<file path="config.mk">
export PLATFORM = sky130hd
export DESIGN_NAME = fanout_fork_buf_flat
export DESIGN_NICKNAME = d
export VERILOG_FILES = /design/src/rtl/fanout_pkg.sv /design/src/rtl/fanout_fork_buf_if.sv /design/src/rtl/fanout_ready_reduce.sv /design/src/rtl/fanout_fork_buf.sv /design/src/flat_wrapper.sv
export SDC_FILE = /design/constraint.sdc
export NUM_CORES = 1
export LEC_CHECK = 0
export ABC_AREA = 1
export ABC_CLOCK_PERIOD_IN_PS = 1800
export BUFFER_PORTS_ARGS = -buffer_cell sky130_fd_sc_hd__buf_2
export CORE_MARGIN = 2
export CORE_UTILIZATION = 43
export CTS_BUF_LIST = sky130_fd_sc_hd__clkbuf_16
export DETAILED_ROUTE_END_ITERATION = 12
export PLACE_DENSITY_LB_ADDON = 0.2
export SLEW_MARGIN = 30
export SYNTH_ARGS = -nofsm -noshare
export SYNTH_HDL_FRONTEND = slang
export SYNTH_HIERARCHICAL = 1
export SYNTH_SLANG_ARGS = --single-unit
</file>
<file path="constraint.sdc">
create_clock -name CLK -period 1.8 [get_ports CLK]
set_clock_uncertainty 0.05 [all_clocks]
set_input_delay 0.27 -clock CLK [delete_from_list [all_inputs] [get_ports CLK]]
set_output_delay 0.27 -clock CLK [all_outputs]
set_load 0.1 [all_outputs]
</file>
<file path="src/rtl/fanout_pkg.sv">
// Shared types and constants for the eager-fork fanout buffer.
// No ports; imported by the fanout RTL files.
package fanout_pkg;

    typedef enum logic {
        EMPTY = 1'b0,
        FULL  = 1'b1
    } fanout_state_t;

    localparam int MAX_FANOUT  = 32;
    localparam int STALL_CNT_W = 32;

endpackage

</file>
<file path="src/rtl/fanout_fork_buf_if.sv">
// Handshake bundle between the upstream source, config and the fork buffer.
// Modports: master (source/consumers side), slave (the buffer itself).
interface fanout_fork_buf_if #(
    parameter int NUM_OUT    = 7,
    parameter int DATA_WIDTH = 17
);
    logic [NUM_OUT-1:0]    cfg_en;
    logic [NUM_OUT-1:0]    cfg_sel;
    logic [DATA_WIDTH-1:0] in_data;
    logic                  in_valid;
    logic                  in_ready;
    logic [DATA_WIDTH-1:0] out_data;
    logic [NUM_OUT-1:0]    out_valid;
    logic [NUM_OUT-1:0]    out_ready;
    logic                  busy;

    modport master (
        output cfg_en, cfg_sel, in_data, in_valid, out_ready,
        input  in_ready, out_data, out_valid, busy
    );

    modport slave (
        input  cfg_en, cfg_sel, in_data, in_valid, out_ready,
        output in_ready, out_data, out_valid, busy
    );
endinterface

</file>
<file path="src/rtl/fanout_ready_reduce.sv">
// Combinational fanout-ready reducer: remaining pending mask and done flag.
// Ports: pend_q, out_ready in; pend_next, all_done out.
module fanout_ready_reduce #(
    parameter int NUM_OUT = 7
) (
    input  logic [NUM_OUT-1:0] pend_q,
    input  logic [NUM_OUT-1:0] out_ready,
    output logic [NUM_OUT-1:0] pend_next,
    output logic               all_done
);
    assign pend_next = pend_q & ~out_ready;
    assign all_done  = ~|pend_next;
endmodule

</file>
<file path="src/rtl/fanout_fork_buf.sv">
// One-entry eager-fork buffer: broadcasts a token to all active destinations.
// Ports: CLK, RESET (sync, active-high), bus (slave modport), and
// stall_cnt when FANOUT_STALL_CNT_EN is defined.
module fanout_fork_buf
    import fanout_pkg::*;
#(
    parameter int NUM_OUT    = 7,
    parameter int DATA_WIDTH = 17
) (
    input  logic                   CLK,
    input  logic                   RESET,
`ifdef FANOUT_STALL_CNT_EN
    output logic [STALL_CNT_W-1:0] stall_cnt,
`endif
    fanout_fork_buf_if.slave       bus
);
    fanout_state_t         state;
    logic [NUM_OUT-1:0]    pend_q;
    logic [DATA_WIDTH-1:0] data_q;
    logic [NUM_OUT-1:0]    pend_next;
    logic                  all_done;
    logic [NUM_OUT-1:0]    act;
    logic                  acc;

    fanout_ready_reduce #(
        .NUM_OUT (NUM_OUT)
    ) u_reduce (
        .pend_q    (pend_q),
        .out_ready (bus.out_ready),
        .pend_next (pend_next),
        .all_done  (all_done)
    );

    assign act = bus.cfg_en & bus.cfg_sel;

    // Ready as soon as this edge retires every pending destination.
    assign bus.in_ready = (state == EMPTY) | all_done;
    assign acc = bus.in_valid & bus.in_ready;

    assign bus.out_valid = pend_q;
    assign bus.out_data  = data_q;
    assign bus.busy      = (state == FULL);

    always_ff @(posedge CLK) begin
        if (RESET) begin
            state  <= EMPTY;
            pend_q <= '0;
            data_q <= '0;
        end else if (acc) begin
            // An all-inactive token is consumed and dropped.
            data_q <= bus.in_data;
            pend_q <= act;
            state  <= (act != '0) ? FULL : EMPTY;
        end else if (state == FULL) begin
            pend_q <= pend_next;
            if (all_done)
                state <= EMPTY;
        end
    end

`ifdef FANOUT_STALL_CNT_EN
    always_ff @(posedge CLK) begin
        if (RESET)
            stall_cnt <= '0;
        else if ((state == FULL) && !all_done && (stall_cnt != '1))
            stall_cnt <= stall_cnt + 1'b1;
    end
`endif

endmodule

</file>
<file path="src/flat_wrapper.sv">
// flat-port wrapper written by rule: the top's interface ports become plain ports
module fanout_fork_buf_flat import fanout_pkg::*;
#(
    parameter int NUM_OUT    = 7,
    parameter int DATA_WIDTH = 17
)
  (CLK, RESET, bus_cfg_en, bus_cfg_sel, bus_in_data, bus_in_valid, bus_out_ready, bus_in_ready, bus_out_data, bus_out_valid, bus_busy);
  fanout_fork_buf_if #(.NUM_OUT(NUM_OUT), .DATA_WIDTH(DATA_WIDTH)) bus_i ();
  input  logic CLK;
  input  logic RESET;
  input wire logic [$bits(bus_i.cfg_en)-1:0] bus_cfg_en;
  input wire logic [$bits(bus_i.cfg_sel)-1:0] bus_cfg_sel;
  input wire logic [$bits(bus_i.in_data)-1:0] bus_in_data;
  input wire logic [$bits(bus_i.in_valid)-1:0] bus_in_valid;
  input wire logic [$bits(bus_i.out_ready)-1:0] bus_out_ready;
  output wire logic [$bits(bus_i.in_ready)-1:0] bus_in_ready;
  output wire logic [$bits(bus_i.out_data)-1:0] bus_out_data;
  output wire logic [$bits(bus_i.out_valid)-1:0] bus_out_valid;
  output wire logic [$bits(bus_i.busy)-1:0] bus_busy;
  assign bus_i.cfg_en = bus_cfg_en;
  assign bus_i.cfg_sel = bus_cfg_sel;
  assign bus_i.in_data = bus_in_data;
  assign bus_i.in_valid = bus_in_valid;
  assign bus_i.out_ready = bus_out_ready;
  assign bus_in_ready = bus_i.in_ready;
  assign bus_out_data = bus_i.out_data;
  assign bus_out_valid = bus_i.out_valid;
  assign bus_busy = bus_i.busy;
  fanout_fork_buf #(.NUM_OUT(NUM_OUT), .DATA_WIDTH(DATA_WIDTH)) u_core (.CLK(CLK), .RESET(RESET), .bus(bus_i));
endmodule
</file>
Word level (Yosys, flattened, before mapping)
Cells that the tools add are included.
{ "totals": {"out_inout_bits": 26, "reg_bits": 25, "word_cells": 19, "inputBits": 41} }
{ "op_classes": {"muxes": 6, "bitwise_logic": 6, "reduce_logical": 4} }
{ "ops": {"columns": ["cell", "count"], "rows": [
  ["$and 7x7->7", 2],
  ["$mux 7", 2],
  ["$not 7->7", 1],
  ["$reduce_bool 7->1", 1],
  ["$reduce_or 7->1", 1],
  ["$mux 1", 4],
  ["$reduce_bool 2->1", 1],
  ["$and 1x1->1", 1],
  ["$logic_not 1->1", 1],
  ["$not 1->1", 1],
  ["$or 1x1->1", 1]
]} }

Depth between registers and ports, before layout
{ "depth": {"word_depth": 7, "depth_mapped": 13, "depth_no_buf": 13} }

Modules after synthesis
The synthesis kept the hierarchy.
{ "by_module_without_submodules": {"columns": ["mod", "seq_area_each_um2", "instances", "area_per_inst_um2", "cells_per_inst"], "rows": [
  ["fanout_fork_buf", 500.5, 1, 1086.0, 141],
  ["fanout_ready_reduce", 0.0, 1, 118.9, 28]
]} }

Worst setup path before layout
OpenSTA, ideal clock, no wires.
{ "synth_path": {"kind": "reg-to-reg", "from": "register u_core.pend_q[3], in the netlist u_core/bus.out_valid[3]", "to": "register u_core.data_q[10], in the netlist u_core/bus.out_data[10]", "setup_ns": 0.117, "stages_incl_launch_ff": 13, "period_less_slack_ns": 2.173, "required_ns": 1.633, "arrival_ns": 2.007, "path_buffers": 1, "setup_slack_ns": -0.373, "path_cell_list": "dfxtp_1 > nand2_2 > nand2_1 > inv_1 > nand2_1 > nor2_2 > inv_1 > nand2_8 > nand2_8 > inv_6 > buf_8 > nor2_1 > nor2_1"} }
{ "synth_between": {"elab_chain_cells": 5} }
{ "synth_lines": {"columns": ["item", "line", "source"], "rows": [
  ["from (decl)", "fanout_fork_buf.sv:18", "logic [NUM_OUT-1:0] pend_q;"],
  ["from (signal assigned)", "fanout_fork_buf.sv:52", "pend_q <= act;"],
  ["from (signal assigned)", "fanout_fork_buf.sv:55", "pend_q <= pend_next;"],
  ["$and 7x7->7", "fanout_ready_reduce.sv:11", "assign pend_next = pend_q & ~out_ready;"],
  ["$reduce_or 7->1", "fanout_ready_reduce.sv:12", "assign all_done = ~|pend_next;"],
  ["$logic_not 1->1", "fanout_ready_reduce.sv:12", null],
  ["named net u_core.all_done", "fanout_fork_buf.sv:21", "logic all_done;"],
  ["$or 1x1->1", "fanout_fork_buf.sv:37", "assign bus.in_ready = (state == EMPTY) | all_done;"],
  ["named net bus_in_ready", "flat_wrapper.sv:16", "output wire logic [$bits(bus_i.in_ready)-1:0] bus_in_ready;"],
  ["$and 1x1->1", "fanout_fork_buf.sv:38", "assign acc = bus.in_valid & bus.in_ready;"],
  ["to (signal assigned)", "fanout_fork_buf.sv:51", "data_q <= bus.in_data;"],
  ["to (decl)", "fanout_fork_buf.sv:19", "logic [DATA_WIDTH-1:0] data_q;"]
]} }
The timed path passes the listed nets, and every way through them passes these cells.
A chain may end at the register's enable or synchronous reset.

Final worst setup path
{ "layout_path": {"from": "register u_core.pend_q[3], in the netlist u_core/bus.out_valid[3]", "to": "output bus_in_ready"} }
{ "layout_between": {"elab_chain_cells": 4} }
{ "layout_lines": {"columns": ["item", "line"], "rows": [
  ["$and 7x7->7", "fanout_ready_reduce.sv:11"],
  ["$reduce_or 7->1", "fanout_ready_reduce.sv:12"],
  ["$logic_not 1->1", "fanout_ready_reduce.sv:12"],
  ["named net u_core.all_done", "fanout_fork_buf.sv:21"],
  ["$or 1x1->1", "fanout_fork_buf.sv:37"],
  ["to (decl)", "flat_wrapper.sv:16"]
]} }
The timed path passes the listed nets, and every way through them passes these cells.

==> results.tsv <==
stage	metric	value	unit
status	outcome	complete, no violations	
critical_path	CP Class	flop to primary output	
drt	WL/cell	9.81	um
clock_network	Num CTS Buffers	3	
logic_synthesis	xor-xnor portion of the synthesized cell area	0	%
sta	Slew @ Worst Pin	0.606	ns
logic_synthesis	mapped cell area	1200	um2
sta	final hold violations	0	
cells_and_area	final-layout fill cell count	299	
min_path	Hold Crit Class	input port to flop	
cells_and_area	Multi-input gate area	548	um2
power_and_ir_drop	maximum vdd drop	780	uV
clock_network	Setup Fix Bufs, Post-CTS	0	
logic_synthesis	Simple-Gate Fraction of Synth Area	34.6	%
logic_synthesis	synth top area cells	dfxtp_1 (42%), nand2_1 (12%), nor2_1 (11%)	
logic_synthesis	Synth top area share	41.5	%
logic_synthesis	mux contribution to synthesized area	0	%
clock_network	Clock Pin Slew Worst Setup and Hold Paths	0.06	ns
placement	I/O Buffers	66	
sta	Max-slew headroom	59.5	%
global_route	antenna violations before repair	0	
cells_and_area	sequential cell area	528	um2
drt	Via Count	1172	
clock_network	CTS Sinks	25	
sta	Tcrit/Tclk final	88.0	%
power_and_ir_drop	Leak	0.935	nW
placement	pre-CTS setup slack	0.288	ns
drt	vias per inst	4.46	
drt	DRC	0	
sta	Setup-failing EPs final	0	
cells_and_area	antenna cells	0	
power_and_ir_drop	Power per Cell Area	1070	nW/um2
placement	placed cells	259	
cells_and_area	Area growth syn-to-layout	35.0	%
cells_and_area	NumNets Final	274	
logic_synthesis	Synth Instances	169	
critical_path	CP Launch Type	flop	
drt	WL final	2.58	mm
global_route	largest net degree at the start of global routing	27	
logic_synthesis	adder-cell area share of the yosys netlist	0	%
critical_path	reg-to-reg critical path startpoint	u_core/bus.out_valid[3]	
clock_network	CTS root buffer	clkbuf_16	
critical_path	Worst setup EP type	primary output	
logic_synthesis	leading area contributor after synthesis	dfxtp_1	
global_route	gr usage total	17.7	%
global_route	vias in the first global route	1143	
floorplanning	Ports	67	
power_and_ir_drop	Overall Power	0.00175	W
cells_and_area	final std cells w/o fill	263	
floorplanning	Die ar.	3240	um2
sta	final setup margin	0.216	ns
run	max_cap viols	0	
placement	RD Place Congestion	0.731	
drt	DR pass1 iterations	3	
floorplanning	die width	56.9	um
floorplanning	row cnt	19	
clock_network	PostCTS Resize Cnt	0	
floorplanning	core area	2710	um2
min_path	Hold Path Cell Cnt	2	
critical_path	R2R setup slack	0.36	ns
clock_network	TritonCTS clock tree	built	
cells_and_area	share of layout cells above drive strength 1	39.2	%
clock_network	Max clock buf depth	2	
clock_network	# H-tree levels	1	
logic_synthesis	syn avg cell area	7.13	um2
critical_path	crit-path max FO	4	
logic_synthesis	Compound-Gate Fraction of Synth Area	10.9	%
global_route	first-pass GRT wire length	4.60	mm
logic_synthesis	Seq/Total Area, Yosys	41.5	%
critical_path	WP data required	1.48	ns
drt	Routed Antenna Nets	0	
critical_path	worst r2r dst	u_core/bus.out_data[14]	
cells_and_area	Final Cell Area	1630	um2
clock_network	clk_lat worst skew	0.25	ns
sta	Peak Freq	631	MHz
sta	max-slew violations	0	
drt	First DRT Iteration DRCs	29	
logic_synthesis	Yosys reg bits	25	
sta	Tmin final	1.58	ns
placement	placed cell areas	1550	um2
placement	HPWL after DPL	1.98	mm
critical_path	cell count of the worst reg-to-reg path	11	
logic_synthesis	Net Count, Synth	210	
logic_synthesis	synth unique cells	19	
min_path	Hold EP	u_core/bus.busy	
floorplanning	Initial Utilization	44.5	%
logic_synthesis	largest family of logic cells by synthesized area	simple AND/OR/NAND/NOR gates	
min_path	Hold Startpoint	RESET	
sta	setup_tns	0	ns
sta	RSZ-0062 raised after global routing	no	
clock_network	hold bufs inserted after CTS	0	
global_route	GRT overflow	0	
logic_synthesis	Ys Warns	6	
critical_path	Arrival @ worst endpoint	1.26	ns
floorplanning	DIE HEIGHT	56.9	um
## layout by cell type, fill, tap and decap left out, types with 2 or more instances in the layout
cell,n
a21oi_1,4
a21oi_2,3
buf_2,65
clkbuf_16,3
dfxtp_1,17
dfxtp_4,7
inv_1,22
nand2_1,37
nand2_2,4
nand2_8,2
nand3_1,7
nand3_2,3
nor2_1,36
o21ai_0,13
o21ai_1,4
## metrics by stage
step | util, % | hold slack, ns
2_1_floorplan | - | 0.282
3_3_place_gp | 57.1 | 0.394
3_5_place_dp | 57.1 | 0.395
4_1_cts | 60.0 | 0.125
5_1_grt | 60.0 | 0.122
6_report | 60.0 | 0.129
## critical path: stages (launching register included)
cell     delay [ns]
dfxtp_4        0.34
nand2_2        0.06
nand2_1        0.05
inv_1          0.06
nand2_1        0.06
nor2_2         0.07
inv_1          0.09
nand2_8        0.10
buf_12         0.17
## Yosys cell counts
| library cell | count |
|---|---|
| nand3_2 | 3 |
| nand2_2 | 4 |
| clkbuf_2 | 1 |
| o21ai_0 | 13 |
| nand4_1 | 1 |
| inv_6 | 1 |
| buf_8 | 1 |
| buf_1 | 1 |
| inv_1 | 21 |
| nand2_1 | 37 |
| a21oi_1 | 4 |
| nor2_2 | 1 |
| nand3_1 | 7 |
| nor2_1 | 36 |
| a21oi_2 | 3 |
| dfxtp_1 | 25 |
| buf_6 | 4 |
| o21ai_1 | 4 |
| nand2_8 | 2 |
## final cells by class
class	count	share of cell area [%]
multi-input cells	115	33.7
clock inverters	1	0.231
flip-flops and latches	25	32.5
clock buffers	3	4.62
repair buffers	66	21.2
inverters	22	5.38
well taps	31	2.38
## cells by family after synthesis
group / Yosys count
AO/OA/AOI/OAI: 24
flip-flops: 25
buffers and inverters: 29
AND/OR/NAND/NOR: 91
## power breakdown
| group | internal, W | total (W) | switching, W |
|---|---|---|---|
| clock network | 0.000296 | 0.000466 | 0.000170 |
| logic | 0.000131 | 0.000644 | 0.000513 |
| registers | 0.000603 | 0.000637 | 0.0000341 |
## how the worst max path moves through the flow
stage | startpoint | to | slack, ns | cells after the start
after floorplan | u_core/bus.out_valid[3] | u_core/bus.out_data[10] | 0.11 | 12
after global placement | bus_out_ready[3] | u_core/bus.out_data[13] | 0.31 | 13
after detailed placement | bus_out_ready[3] | u_core/bus.out_data[9] | 0.29 | 13
after CTS | u_core/bus.out_valid[3] | bus_in_ready | 0.19 | 8
after global routing | u_core/bus.out_valid[2] | bus_in_ready | 0.08 | 8
final | u_core/bus.out_valid[3] | bus_in_ready | 0.22 | 8
## routing by layer
metal / up-vias / GRT usage (%) / wire length [um]
li1: 645 / - / -
met4: 0 / 4.98 / 0
met1: 490 / 22.0 / 1120
met2: 37 / 30.7 / 1290
met5: - / 0 / 0
met3: 0 / 4.08 / 167
## registers in the layout, summed over array words and instances, names as in the netlist
name / count
u_core/bus.out_valid: 7
u_core/bus.out_data: 17
u_core/bus.busy: 1
No activity file was read; power rests on OpenSTA's default activity.
